==> config.mk <==
export PLATFORM = sky130hd
export DESIGN_NAME = mux_tree_pipe
export DESIGN_NICKNAME = d
export VERILOG_FILES = /design/src/rtl/mux_tree_pkg.sv /design/src/rtl/mux_tree_stage.sv /design/src/rtl/mux_tree_pipe.sv
export SDC_FILE = /design/constraint.sdc
export NUM_CORES = 1
export LEC_CHECK = 0
export ABC_AREA = 1
export CORE_MARGIN = 2
export CORE_UTILIZATION = 40
export DETAILED_ROUTE_END_ITERATION = 16
export HOLD_SLACK_MARGIN = 0.12
export PLACE_DENSITY = 0.76
export RECOVER_POWER = 25
export SYNTH_ARGS = -nofsm -noshare
export SYNTH_HDL_FRONTEND = slang
export SYNTH_HIERARCHICAL = 1
export SYNTH_SLANG_ARGS = --single-unit
==> constraint.sdc <==
create_clock -name clk -period 3.41 [get_ports clk]
set_input_delay 0.682 -clock clk [delete_from_list [all_inputs] [get_ports clk]]
set_output_delay 0.682 -clock clk [all_outputs]
set_load 0.01 [all_outputs]
==> src/rtl/mux_tree_pkg.sv <==
// Shared definitions for the pipelined mux tree.
// The optional select range check is enabled by defining MUX_TREE_PIPE_SEL_CHECK_EN.
package mux_tree_pkg;

  // Largest channel count the tree is expected to be built with.
  localparam int MUX_TREE_MAX_N = 64;

  // Select width / stage count. A two-input tree still needs one stage.
  function automatic int clog2_safe(input int n);
    return (n <= 2) ? 1 : $clog2(n);
  endfunction

  // Number of lanes held by stage k: ceil(n_in / 2^(k+1)).
  // k = -1 yields n_in, i.e. the raw input channels.
  function automatic int lanes_at(input int n_in, input int k);
    return (n_in + (1 << (k + 1)) - 1) >> (k + 1);
  endfunction

endpackage

==> src/rtl/mux_tree_stage.sv <==
// One registered level of the mux tree: LANES_IN lanes fold into
// ceil(LANES_IN/2) lanes using select bit K, with valid/ready handshake.
// With MUX_TREE_PIPE_SEL_CHECK_EN defined, an error flag rides along with the item.
module mux_tree_stage #(
  parameter int WIDTH     = 8,
  parameter int LANES_IN  = 4,
  parameter int SEL_W     = 2,
  parameter int K         = 0,
  localparam int LANES_OUT = (LANES_IN + 1) / 2
) (
  input  logic                       clk,
  input  logic                       rst_n,
  // upstream side
  input  logic [LANES_IN*WIDTH-1:0]  i_lanes,
  input  logic [SEL_W-1:0]           i_sel,
  input  logic                       i_valid,
  output logic                       o_ready,
`ifdef MUX_TREE_PIPE_SEL_CHECK_EN
  input  logic                       i_err,
  output logic                       o_err,
`endif
  // downstream side
  output logic [LANES_OUT*WIDTH-1:0] o_lanes,
  output logic [SEL_W-1:0]           o_sel,
  output logic                       o_valid,
  input  logic                       i_ready
);

  logic [LANES_OUT*WIDTH-1:0] w_mux;
  logic [LANES_OUT*WIDTH-1:0] r_lanes;
  logic [SEL_W-1:0]           r_sel;
  logic                       r_valid;

  // 2:1 lane muxes; an odd trailing lane has no partner and pairs with zero.
  // NOTE: pure continuous assigns with both arms covered, so no latch can form.
  for (genvar j = 0; j < LANES_OUT; j++) begin : g_lane
    if (2 * j + 1 < LANES_IN) begin : g_pair
      assign w_mux[j*WIDTH +: WIDTH] = i_sel[K] ? i_lanes[(2*j+1)*WIDTH +: WIDTH]
                                                : i_lanes[(2*j)*WIDTH +: WIDTH];
    end else begin : g_pad
      assign w_mux[j*WIDTH +: WIDTH] = i_sel[K] ? '0 : i_lanes[(2*j)*WIDTH +: WIDTH];
    end
  end

  // Stage accepts when empty or when its contents move on this cycle.
  assign o_ready = !r_valid || i_ready;

  // Stage register: valid follows upstream whenever the stage may load;
  // payload only changes when a real item arrives.
  // NOTE: payload registers are reset too, so outputs read 0 during and after reset.
  always_ff @(posedge clk or negedge rst_n) begin
    if (!rst_n) begin
      r_valid <= 1'b0;
      r_lanes <= '0;
      r_sel   <= '0;
    end else if (o_ready) begin
      // NOTE: non-blocking so every stage samples its predecessor's pre-edge value.
      r_valid <= i_valid;
      if (i_valid) begin
        r_lanes <= w_mux;
        r_sel   <= i_sel;
      end
    end
  end

`ifdef MUX_TREE_PIPE_SEL_CHECK_EN
  logic r_err;

  // Range-error flag travels with its item under the same load condition.
  always_ff @(posedge clk or negedge rst_n) begin
    if (!rst_n) begin
      r_err <= 1'b0;
    end else if (o_ready && i_valid) begin
      r_err <= i_err;
    end
  end

  assign o_err = r_err;
`endif

  assign o_lanes = r_lanes;
  assign o_sel   = r_sel;
  assign o_valid = r_valid;

endmodule

==> src/rtl/mux_tree_pipe.sv <==
// Pipelined N_IN:1 multiplexer built as a binary tree of registered 2:1 levels,
// one level per select bit, with valid/ready flow control.
// Define MUX_TREE_PIPE_SEL_CHECK_EN to add the sel_err output flagging in_sel >= N_IN.
module mux_tree_pipe
  import mux_tree_pkg::*;
#(
  parameter int WIDTH = 8,
  parameter int N_IN  = 4,
  localparam int SEL_W = clog2_safe(N_IN)
) (
  input  logic                    clk,
  input  logic                    rst_n,
  input  logic [N_IN*WIDTH-1:0]   in_data,
  input  logic [SEL_W-1:0]        in_sel,
  input  logic                    in_valid,
  output logic                    in_ready,
  output logic [WIDTH-1:0]        out_data,
  output logic [SEL_W-1:0]        out_sel,
  output logic                    out_valid,
`ifdef MUX_TREE_PIPE_SEL_CHECK_EN
  output logic                    sel_err,
`endif
  input  logic                    out_ready
);

  if (N_IN < 2 || N_IN > MUX_TREE_MAX_N || WIDTH < 1) begin : g_param_check
    $error("mux_tree_pipe: unsupported WIDTH=%0d / N_IN=%0d", WIDTH, N_IN);
  end

  // Handshake and sideband chains: index k feeds stage k, index k+1 leaves it.
  logic             w_valid [SEL_W+1];
  logic             w_ready [SEL_W+1];
  logic [SEL_W-1:0] w_sel   [SEL_W+1];

  assign w_valid[0]     = in_valid;
  assign w_sel[0]       = in_sel;
  assign w_ready[SEL_W] = out_ready;
  assign in_ready       = w_ready[0];

`ifdef MUX_TREE_PIPE_SEL_CHECK_EN
  logic w_err [SEL_W+1];

  // Only a non-power-of-two tree has select codes with no channel behind them.
  if (N_IN == (1 << SEL_W)) begin : g_err_none
    assign w_err[0] = 1'b0;
  end else begin : g_err_cmp
    assign w_err[0] = (in_sel >= SEL_W'(N_IN));
  end

  assign sel_err = w_err[SEL_W];
`endif

  // One registered tree level per select bit; lane buses shrink by half each level.
  for (genvar k = 0; k < SEL_W; k++) begin : g_stage
    localparam int LANES_IN  = lanes_at(N_IN, k - 1);
    localparam int LANES_OUT = lanes_at(N_IN, k);

    logic [LANES_IN*WIDTH-1:0]  w_lanes_in;
    logic [LANES_OUT*WIDTH-1:0] w_lanes;

    if (k == 0) begin : g_src
      assign w_lanes_in = in_data;
    end else begin : g_src
      assign w_lanes_in = g_stage[k-1].w_lanes;
    end

    mux_tree_stage #(
      .WIDTH    (WIDTH),
      .LANES_IN (LANES_IN),
      .SEL_W    (SEL_W),
      .K        (k)
    ) u_stage (
      .clk     (clk),
      .rst_n   (rst_n),
      .i_lanes (w_lanes_in),
      .i_sel   (w_sel[k]),
      .i_valid (w_valid[k]),
      .o_ready (w_ready[k]),
`ifdef MUX_TREE_PIPE_SEL_CHECK_EN
      .i_err   (w_err[k]),
      .o_err   (w_err[k+1]),
`endif
      .o_lanes (w_lanes),
      .o_sel   (w_sel[k+1]),
      .o_valid (w_valid[k+1]),
      .i_ready (w_ready[k+1])
    );
  end

  // The last level holds a single lane. Out-of-range selects walk into the
  // zero padding, so a flagged item already carries zero data.
  assign out_data  = g_stage[SEL_W-1].w_lanes;
  assign out_sel   = w_sel[SEL_W];
  assign out_valid = w_valid[SEL_W];

endmodule

==> metrics.txt, run 1 <==
# TYPE chip_impl_metric gauge
chip_impl_info{name="min-delay-start",value="g_stage[1].u_stage/o_lanes[7]"} 1
chip_impl_metric{name="hold_fix_buffers_at_cts",unit=""} 0
chip_impl_metric{name="final_cell_area",unit="sq um"} 2070
chip_impl_metric{name="post_cts_resized",unit=""} 0
chip_impl_metric{name="finClkSkew",unit="ns"} 0.00390
chip_impl_metric{name="antenna_found_initial",unit=""} 0
chip_impl_info{name="critical_path_end_type",value="output port"} 1
chip_impl_metric{name="drive_above_1_share",unit="%"} 6.20
chip_impl_metric{name="critPathMaxFanout",unit=""} 5
chip_impl_metric{name="post_synth_instance_area",unit="sq um"} 1480
chip_impl_metric{name="yosys_warnings",unit=""} 6
chip_impl_metric{name="synthesis.instances",unit=""} 206
chip_impl_metric{name="cts_setup_buffers",unit=""} 0
chip_impl_metric{name="area_growth",unit="%"} 40.0
chip_impl_info{name="start_kind",value="primary input"} 1
chip_impl_info{name="path_type_of_the_worst_setup_path",value="in -> out"} 1
chip_impl_metric{name="setup_violation_total_in_the_final_timing_report",unit=""} 0
chip_impl_metric{name="max_freq",unit="MHz"} 361
chip_impl_metric{name="drt_drc_violations_left",unit=""} 0
chip_impl_metric{name="timing.critical_path.arrival",unit="ns"} 2.09
chip_impl_metric{name="power.static_leakage",unit="nW"} 1.11
chip_impl_metric{name="design.die.area",unit="sq um"} 4190
chip_impl_info{name="critical_path.reg2reg.startpoint",value="g_stage[1].u_stage/o_valid"} 1
chip_impl_metric{name="clock_insertion_delay_worst_skew",unit="ns"} 0.28
chip_impl_metric{name="number_of_nets_in_the_final_layout",unit=""} 296
chip_impl_info{name="crit_chain",value="clkdlybuf4s50_1 > inv_1 > nand2_2 > inv_1 > nand2_2 > clkdlybuf4s50_1"} 1
chip_impl_info{name="synth_top_cells_by_count",value="sky130_fd_sc_hd__nand2_1 (154), sky130_fd_sc_hd__dfrtp_1 (30), sky130_fd_sc_hd__inv_2 (4), sky130_fd_sc_hd__nand2_2 (4), sky130_fd_sc_hd__nand3_1 (4)"} 1
chip_impl_metric{name="drt_iter0_drcs",unit=""} 40
chip_impl_metric{name="fp.dieW",unit="um"} 64.8
chip_impl_metric{name="syn_avg_cell_area",unit="sq um"} 7.17
chip_impl_metric{name="global_route.usage.total",unit="%"} 16.8
chip_impl_metric{name="cts_made_buffers",unit=""} 5
chip_impl_metric{name="antenna-diode-count",unit=""} 0
chip_impl_metric{name="period_minus_slack",unit="ns"} 2.77
chip_impl_metric{name="power",unit="W"} 0.000953
chip_impl_metric{name="place_congestion",unit=""} 0.717
chip_impl_info{name="run_status",value="finished, violations left"} 1
chip_impl_metric{name="grt-ovfl-total",unit=""} 0
chip_impl_metric{name="yosysTopAreaCellShare",unit="%"} 50.8
chip_impl_metric{name="drtAntennaViolNets",unit=""} 0
chip_impl_metric{name="synth_async_sr_flop_share",unit="%"} 100
chip_impl_metric{name="ir_drop",unit="mV"} 0.188
chip_impl_metric{name="clock_path_buffers",unit=""} 2
chip_impl_info{name="cpMaxStageDelayCell",value="sky130_fd_sc_hd__clkdlybuf4s50_1"} 1
chip_impl_metric{name="grt_pass1_wl",unit="um"} 5400
chip_impl_metric{name="place.port_buffers",unit=""} 49
chip_impl_info{name="worst_setup_path_startpoint",value="out_ready"} 1
chip_impl_metric{name="cts.clk_slew.worst_paths",unit="ns"} 0.06
chip_impl_metric{name="worst-r2r-setup-slack",unit="ns"} 2.10
chip_impl_metric{name="post-route-period-util",unit="%"} 81.2
chip_impl_metric{name="timing.final.max_slew_violations",unit=""} 31
chip_impl_metric{name="numClockSinks",unit=""} 30
chip_impl_info{name="rsz0062_at_grt",value="false"} 1
chip_impl_metric{name="cpPeakStageDelay",unit="ns"} 0.55
chip_impl_metric{name="routed-via-count",unit=""} 1364
chip_impl_metric{name="number_of_inserted_filler_cells_in_the_final_layout",unit=""} 335
chip_impl_info{name="post-synth-top-area-cell",value="sky130_fd_sc_hd__dfrtp_1"} 1
chip_impl_metric{name="synth_nets",unit=""} 244
chip_impl_metric{name="cellPowerDensity",unit="nW/um^2"} 461
chip_impl_metric{name="row_count",unit=""} 22
chip_impl_info{name="ys_top_cells_by_area",value="sky130_fd_sc_hd__dfrtp_1 (51%), sky130_fd_sc_hd__nand2_1 (39%), sky130_fd_sc_hd__a21oi_4 (2.2%), sky130_fd_sc_hd__nand2_2 (1.7%), sky130_fd_sc_hd__buf_6 (1.5%)"} 1
chip_impl_metric{name="final.setup.tns",unit="ns"} 0
chip_impl_metric{name="synthDistinctLibCells",unit=""} 10
chip_impl_metric{name="via_count_of_the_first_global_routing_pass",unit=""} 1322
chip_impl_metric{name="slew_headroom",unit="%"} -1.53
chip_impl_metric{name="drt-pass1-iter-count",unit=""} 4
chip_impl_metric{name="dpl.hpwl",unit="um"} 2260
chip_impl_metric{name="initial_core_utilization",unit="%"} 40.9
chip_impl_metric{name="ys_seq_elements",unit=""} 30
chip_impl_metric{name="r2r_cells",unit=""} 6
chip_impl_info{name="cts_root_buffer",value="sky130_fd_sc_hd__clkbuf_8"} 1
chip_impl_info{name="timing.hold.worst.class",value="reg -> reg"} 1
chip_impl_metric{name="design.core.area",unit="sq um"} 3610
chip_impl_metric{name="synth-edff-count",unit=""} 0
chip_impl_metric{name="drv_cap",unit=""} 1
chip_impl_info{name="post-synth-top-count-cell",value="sky130_fd_sc_hd__nand2_1"} 1
chip_impl_metric{name="avgRoutedWirePerCell",unit="um"} 9.81
chip_impl_info{name="min_to",value="g_stage[1].u_stage/o_lanes[7]"} 1
chip_impl_metric{name="ctsHtreeMaxLevel",unit=""} 2
chip_impl_info{name="critical-path-top-delay-family",value="buffers and inverters"} 1
chip_impl_metric{name="critical_path_buf_inv_count",unit=""} 4
chip_impl_metric{name="worst_pin_slew",unit="ns"} 1.52
chip_impl_info{name="failing_checks",value="max-capacitance violations, max-slew violations"} 1
chip_impl_metric{name="finalWirelength",unit="um"} 3000
chip_impl_metric{name="report.final.hold_viol_count",unit=""} 0
chip_impl_metric{name="ioPinCount",unit=""} 50
chip_impl_metric{name="routed_via_density",unit=""} 4.46
chip_impl_info{name="cts_tree",value="yes"} 1
chip_impl_metric{name="register_area_share_after_synthesis",unit="%"} 50.8
chip_impl_info{name="r2r-end",value="g_stage[0].u_stage/o_lanes[13]"} 1
chip_impl_metric{name="required",unit="ns"} 2.73
chip_impl_metric{name="chipHeight",unit="um"} 64.8
chip_impl_metric{name="grt_max_degree",unit=""} 31
chip_impl_info{name="dominantRegCellSynth",value="sky130_fd_sc_hd__dfrtp_1"} 1
chip_impl_metric{name="post_dp_cell_area",unit="sq um"} 1990
chip_impl_metric{name="worst_hold_path.num_cells",unit=""} 2
power by group:
part           switching [W]  internal (W)  total [W]  leakage (nW)
Combinational       0.000116      0.000131   0.000246         0.696
Sequential         0.0000378      0.000416   0.000454         0.373
Clock               0.000113      0.000140   0.000253        0.0383
Total               0.000266      0.000686   0.000953          1.11
worst max-delay path by stage:
stage | to | slack, ns | depth (start not counted)
3_5_place_dp | in_ready | 0.64 | 6
6_report | in_ready | 0.64 | 6
4_1_cts | in_ready | 0.64 | 6
5_1_grt | in_ready | 0.55 | 6
3_3_place_gp | in_ready | 0.67 | 6
2_1_floorplan | in_ready | 1.62 | 4
area by class of cell:
cell class | count | area, sq um | area share, %
timing repair buffer | 51 | 502 | 24.3
tap | 48 | 60.1 | 2.91
multi-input combinational | 164 | 656 | 31.7
sequential | 30 | 751 | 36.3
inverter | 6 | 22.5 | 1.09
clock buffer | 7 | 76.3 | 3.69
layer usage:
layer  wire length, um  GRT usage, %
met1              1380          19.6
met3                99          3.13
met5                 0             0
met4                77          10.1
met2              1440          28.4
logic make-up after synthesis:
logic type	Yosys count	synth area share [%]
AO/OA/AOI/OAI	2	2.20
buffers and inverters	12	4.75
flip-flops	30	50.8
AND/OR/NAND/NOR	162	42.2
cell usage in the layout (no fill, tap or decap):
cell,instances
sky130_fd_sc_hd__nand3_1,4
sky130_fd_sc_hd__dfrtp_1,30
sky130_fd_sc_hd__buf_4,1
sky130_fd_sc_hd__nand2_2,4
sky130_fd_sc_hd__clkbuf_1,3
sky130_fd_sc_hd__clkdlybuf4s50_1,48
sky130_fd_sc_hd__dlygate4sd3_1,1
sky130_fd_sc_hd__inv_1,2
sky130_fd_sc_hd__inv_2,4
sky130_fd_sc_hd__a21oi_4,2
sky130_fd_sc_hd__nand2_1,154
sky130_fd_sc_hd__clkbuf_8,5
flip-flops by register name, indices dropped and copies added, names as in the netlist:
register	flops
g_stage.u_stage/o_lanes	24
g_stage.u_stage/o_sel	4
g_stage.u_stage/o_valid	2
tightest hold or removal path, cell delays in order (launching register included):
cell and delay [ns]:
sky130_fd_sc_hd__dfrtp_1 0.34, sky130_fd_sc_hd__nand2_1 0.05, sky130_fd_sc_hd__nand2_1 0.05
per-stage QoR:
stage	hold slack, ns	utilization [%]	std cells	worst slack, ns
5_1_grt	0.499	57.3	306	0.546
6_report	0.474	57.3	306	0.640
2_1_floorplan	0.386	-	206	1.62
3_3_place_gp	0.462	55.3	299	0.670
4_1_cts	0.475	57.4	306	0.638
3_5_place_dp	0.461	55.3	299	0.643
Power figures use the tool's default switching activity.
==> inputs of run 2 (changes only) <==
==> constraint.sdc (replaced) <==
create_clock -name clk -period 2.7 [get_ports clk]
set_input_delay 0.54 -clock clk [delete_from_list [all_inputs] [get_ports clk]]
set_output_delay 0.54 -clock clk [all_outputs]
set_load 0.01 [all_outputs]
==> metrics.txt, run 2 (synthesis gave the netlist of run 1 again) <==
# TYPE chip_impl_metric gauge
chip_impl_metric{name="chipHeight",unit="um"} 64.8
chip_impl_info{name="start_kind",value="primary input"} 1
chip_impl_metric{name="antenna_found_initial",unit=""} 0
chip_impl_metric{name="drt-pass1-iter-count",unit=""} 4
chip_impl_metric{name="worst_hold_path.num_cells",unit=""} 2
chip_impl_metric{name="drtAntennaViolNets",unit=""} 0
chip_impl_info{name="critical_path_end_type",value="output port"} 1
chip_impl_metric{name="post-route-period-util",unit="%"} 91.2
chip_impl_info{name="path_type_of_the_worst_setup_path",value="in -> out"} 1
chip_impl_metric{name="place.detailed.instances",unit=""} 299
chip_impl_metric{name="place_congestion",unit=""} 0.722
chip_impl_metric{name="initial_core_utilization",unit="%"} 40.9
chip_impl_metric{name="hold_fix_buffers_at_cts",unit=""} 0
chip_impl_metric{name="design.core.area",unit="sq um"} 3610
chip_impl_metric{name="numClockSinks",unit=""} 30
chip_impl_metric{name="timing.final.max_slew_violations",unit=""} 31
chip_impl_metric{name="finClkSkew",unit="ns"} 0.00269
chip_impl_metric{name="design.die.area",unit="sq um"} 4190
chip_impl_metric{name="drt_drc_violations_left",unit=""} 0
chip_impl_metric{name="final.setup.tns",unit="ns"} 0
chip_impl_metric{name="drv_cap",unit=""} 1
chip_impl_metric{name="row_count",unit=""} 22
chip_impl_info{name="timing.hold.worst.class",value="reg -> reg"} 1
chip_impl_metric{name="cpPeakStageDelay",unit="ns"} 0.55
chip_impl_metric{name="drt_iter0_drcs",unit=""} 114
chip_impl_metric{name="slew_headroom",unit="%"} -0.918
chip_impl_metric{name="number_of_nets_in_the_final_layout",unit=""} 296
chip_impl_metric{name="post_layout_nonfiller_instances",unit=""} 306
chip_impl_info{name="cts_root_buffer",value="sky130_fd_sc_hd__clkbuf_8"} 1
chip_impl_metric{name="via_count_of_the_first_global_routing_pass",unit=""} 1165
chip_impl_info{name="run_status",value="finished, violations left"} 1
chip_impl_metric{name="worst_pin_slew",unit="ns"} 1.51
chip_impl_metric{name="ir_drop",unit="mV"} 0.267
chip_impl_metric{name="setup_violation_total_in_the_final_timing_report",unit=""} 0
chip_impl_metric{name="worst-r2r-setup-slack",unit="ns"} 1.38
chip_impl_metric{name="grt_max_degree",unit=""} 31
chip_impl_info{name="mostFrequentLayoutCells",value="sky130_fd_sc_hd__nand2_1 (154), sky130_fd_sc_hd__clkdlybuf4s50_1 (48), sky130_fd_sc_hd__dfrtp_1 (30)"} 1
chip_impl_metric{name="dpl.hpwl",unit="um"} 2260
chip_impl_metric{name="period_minus_slack",unit="ns"} 2.46
chip_impl_metric{name="finalWirelength",unit="um"} 3020
chip_impl_metric{name="cts.clk_slew.worst_paths",unit="ns"} 0.06
chip_impl_metric{name="antenna-diode-count",unit=""} 0
chip_impl_metric{name="ctsHtreeMaxLevel",unit=""} 2
chip_impl_metric{name="cts_made_buffers",unit=""} 5
chip_impl_metric{name="grt-ovfl-total",unit=""} 0
chip_impl_metric{name="max_freq",unit="MHz"} 406
chip_impl_metric{name="required",unit="ns"} 2.16
chip_impl_metric{name="ioPinCount",unit=""} 50
chip_impl_metric{name="clock_path_buffers",unit=""} 2
chip_impl_info{name="layout.cells.most_common",value="sky130_fd_sc_hd__nand2_1"} 1
chip_impl_metric{name="critical_path_buf_inv_count",unit=""} 4
chip_impl_metric{name="finish.utilization",unit="%"} 57.4
chip_impl_metric{name="crit_cells",unit=""} 6
chip_impl_metric{name="place.port_buffers",unit=""} 49
chip_impl_metric{name="post_cts_resized",unit=""} 0
chip_impl_info{name="cpMaxStageDelayCell",value="sky130_fd_sc_hd__clkdlybuf4s50_1"} 1
chip_impl_metric{name="cts_setup_buffers",unit=""} 0
chip_impl_info{name="failing_checks",value="max-capacitance violations, max-slew violations"} 1
chip_impl_info{name="rsz0062_at_grt",value="false"} 1
chip_impl_metric{name="largest_register_ff_count",unit=""} 24
chip_impl_info{name="crit_chain",value="clkdlybuf4s50_1 > inv_1 > nand2_2 > inv_1 > nand2_2 > clkdlybuf4s50_1"} 1
chip_impl_metric{name="cellPowerDensity",unit="nW/um^2"} 584
chip_impl_metric{name="area_growth",unit="%"} 40.2
chip_impl_metric{name="r2r_cells",unit=""} 6
chip_impl_metric{name="number_of_inserted_filler_cells_in_the_final_layout",unit=""} 363
chip_impl_metric{name="routed_via_density",unit=""} 4.41
chip_impl_info{name="cts_tree",value="yes"} 1
chip_impl_metric{name="global_route.usage.total",unit="%"} 16.4
chip_impl_metric{name="drive_above_1_share",unit="%"} 6.98
chip_impl_metric{name="timing.critical_path.arrival",unit="ns"} 1.92
chip_impl_metric{name="fp.dieW",unit="um"} 64.8
chip_impl_info{name="critical-path-top-delay-family",value="buffers and inverters"} 1
chip_impl_metric{name="avgRoutedWirePerCell",unit="um"} 9.86
chip_impl_metric{name="clock_insertion_delay_worst_skew",unit="ns"} 0.28
chip_impl_metric{name="grt_pass1_wl",unit="um"} 5290
chip_impl_metric{name="power.static_leakage",unit="nW"} 1.11
chip_impl_metric{name="report.final.hold_viol_count",unit=""} 0
chip_impl_metric{name="critPathMaxFanout",unit=""} 5
chip_impl_metric{name="routed-via-count",unit=""} 1348
## run 2: cell count changes in the layout (fill, tap and decap cells not counted), sizes merged
cell,delta
clkinv,+2
clkbuf,-2
## run 2: metrics by stage
| stage | total power (W) | hold slack (ns) | setup slack, ns | instance area, sq um |
|---|---|---|---|---|
| 6_report | 0.00121 | 0.473 | 0.239 | 2070 |
| 5_1_grt | 0.00129 | 0.491 | 0.131 | 2070 |
| 4_1_cts | 0.00122 | 0.478 | 0.234 | 2070 |
| 3_5_place_dp | 0.000897 | 0.463 | 0.232 | 1990 |
| 3_3_place_gp | 0.000887 | 0.462 | 0.244 | 1990 |
| 2_1_floorplan | 0.000732 | 0.244 | 1.20 | 1480 |
## run 2: report_power, final
part           leakage, nW  switching [W]  internal [W]
clock               0.0438       0.000152      0.000172
sequential           0.373      0.0000472      0.000525
combinational        0.696       0.000147      0.000165
## run 2: path summary, 6_finish.rpt
path	startpoint	to
worst max register to register	g_stage[1].u_stage/o_valid	g_stage[0].u_stage/o_lanes[1]
max in group asynchronous	rst_n	g_stage[1].u_stage/o_sel[0]
min in group asynchronous	rst_n	g_stage[0].u_stage/o_lanes[12]
worst min register to register	g_stage[1].u_stage/o_sel[0]	g_stage[1].u_stage/o_sel[0]
worst min-delay path	g_stage[1].u_stage/o_sel[0]	g_stage[1].u_stage/o_sel[0]
worst max-delay path	out_ready	in_ready
## run 2: final cells by class
| cell class | instances | area, sq um | area share [%] |
|---|---|---|---|
| clock buffer | 5 | 68.8 | 3.33 |
| multi-input combinational | 164 | 656 | 31.7 |
| inverter | 6 | 22.5 | 1.09 |
| sequential | 30 | 751 | 36.3 |
| tap | 48 | 60.1 | 2.90 |
| timing repair buffer | 51 | 502 | 24.2 |
| clock inverter | 2 | 10.0 | 0.484 |
## run 2: worst register-to-register path: cells and delay by family, from the launching register on
family                 cells  cell delay, ns
buffers and inverters      1            0.14
AND/OR/NAND/NOR            5            0.70
flip-flops                 1            0.43
## run 2: per-layer routing
| metal | share of wire [%] | vias up | global-route usage (%) |
|---|---|---|---|
| met5 | 0 | - | 0 |
| met4 | 1.6 | 0 | 6.38 |
| met3 | 4.0 | 5 | 4.69 |
| met2 | 46 | 31 | 24.2 |
| met1 | 48 | 592 | 22.8 |
| li1 | - | 720 | - |
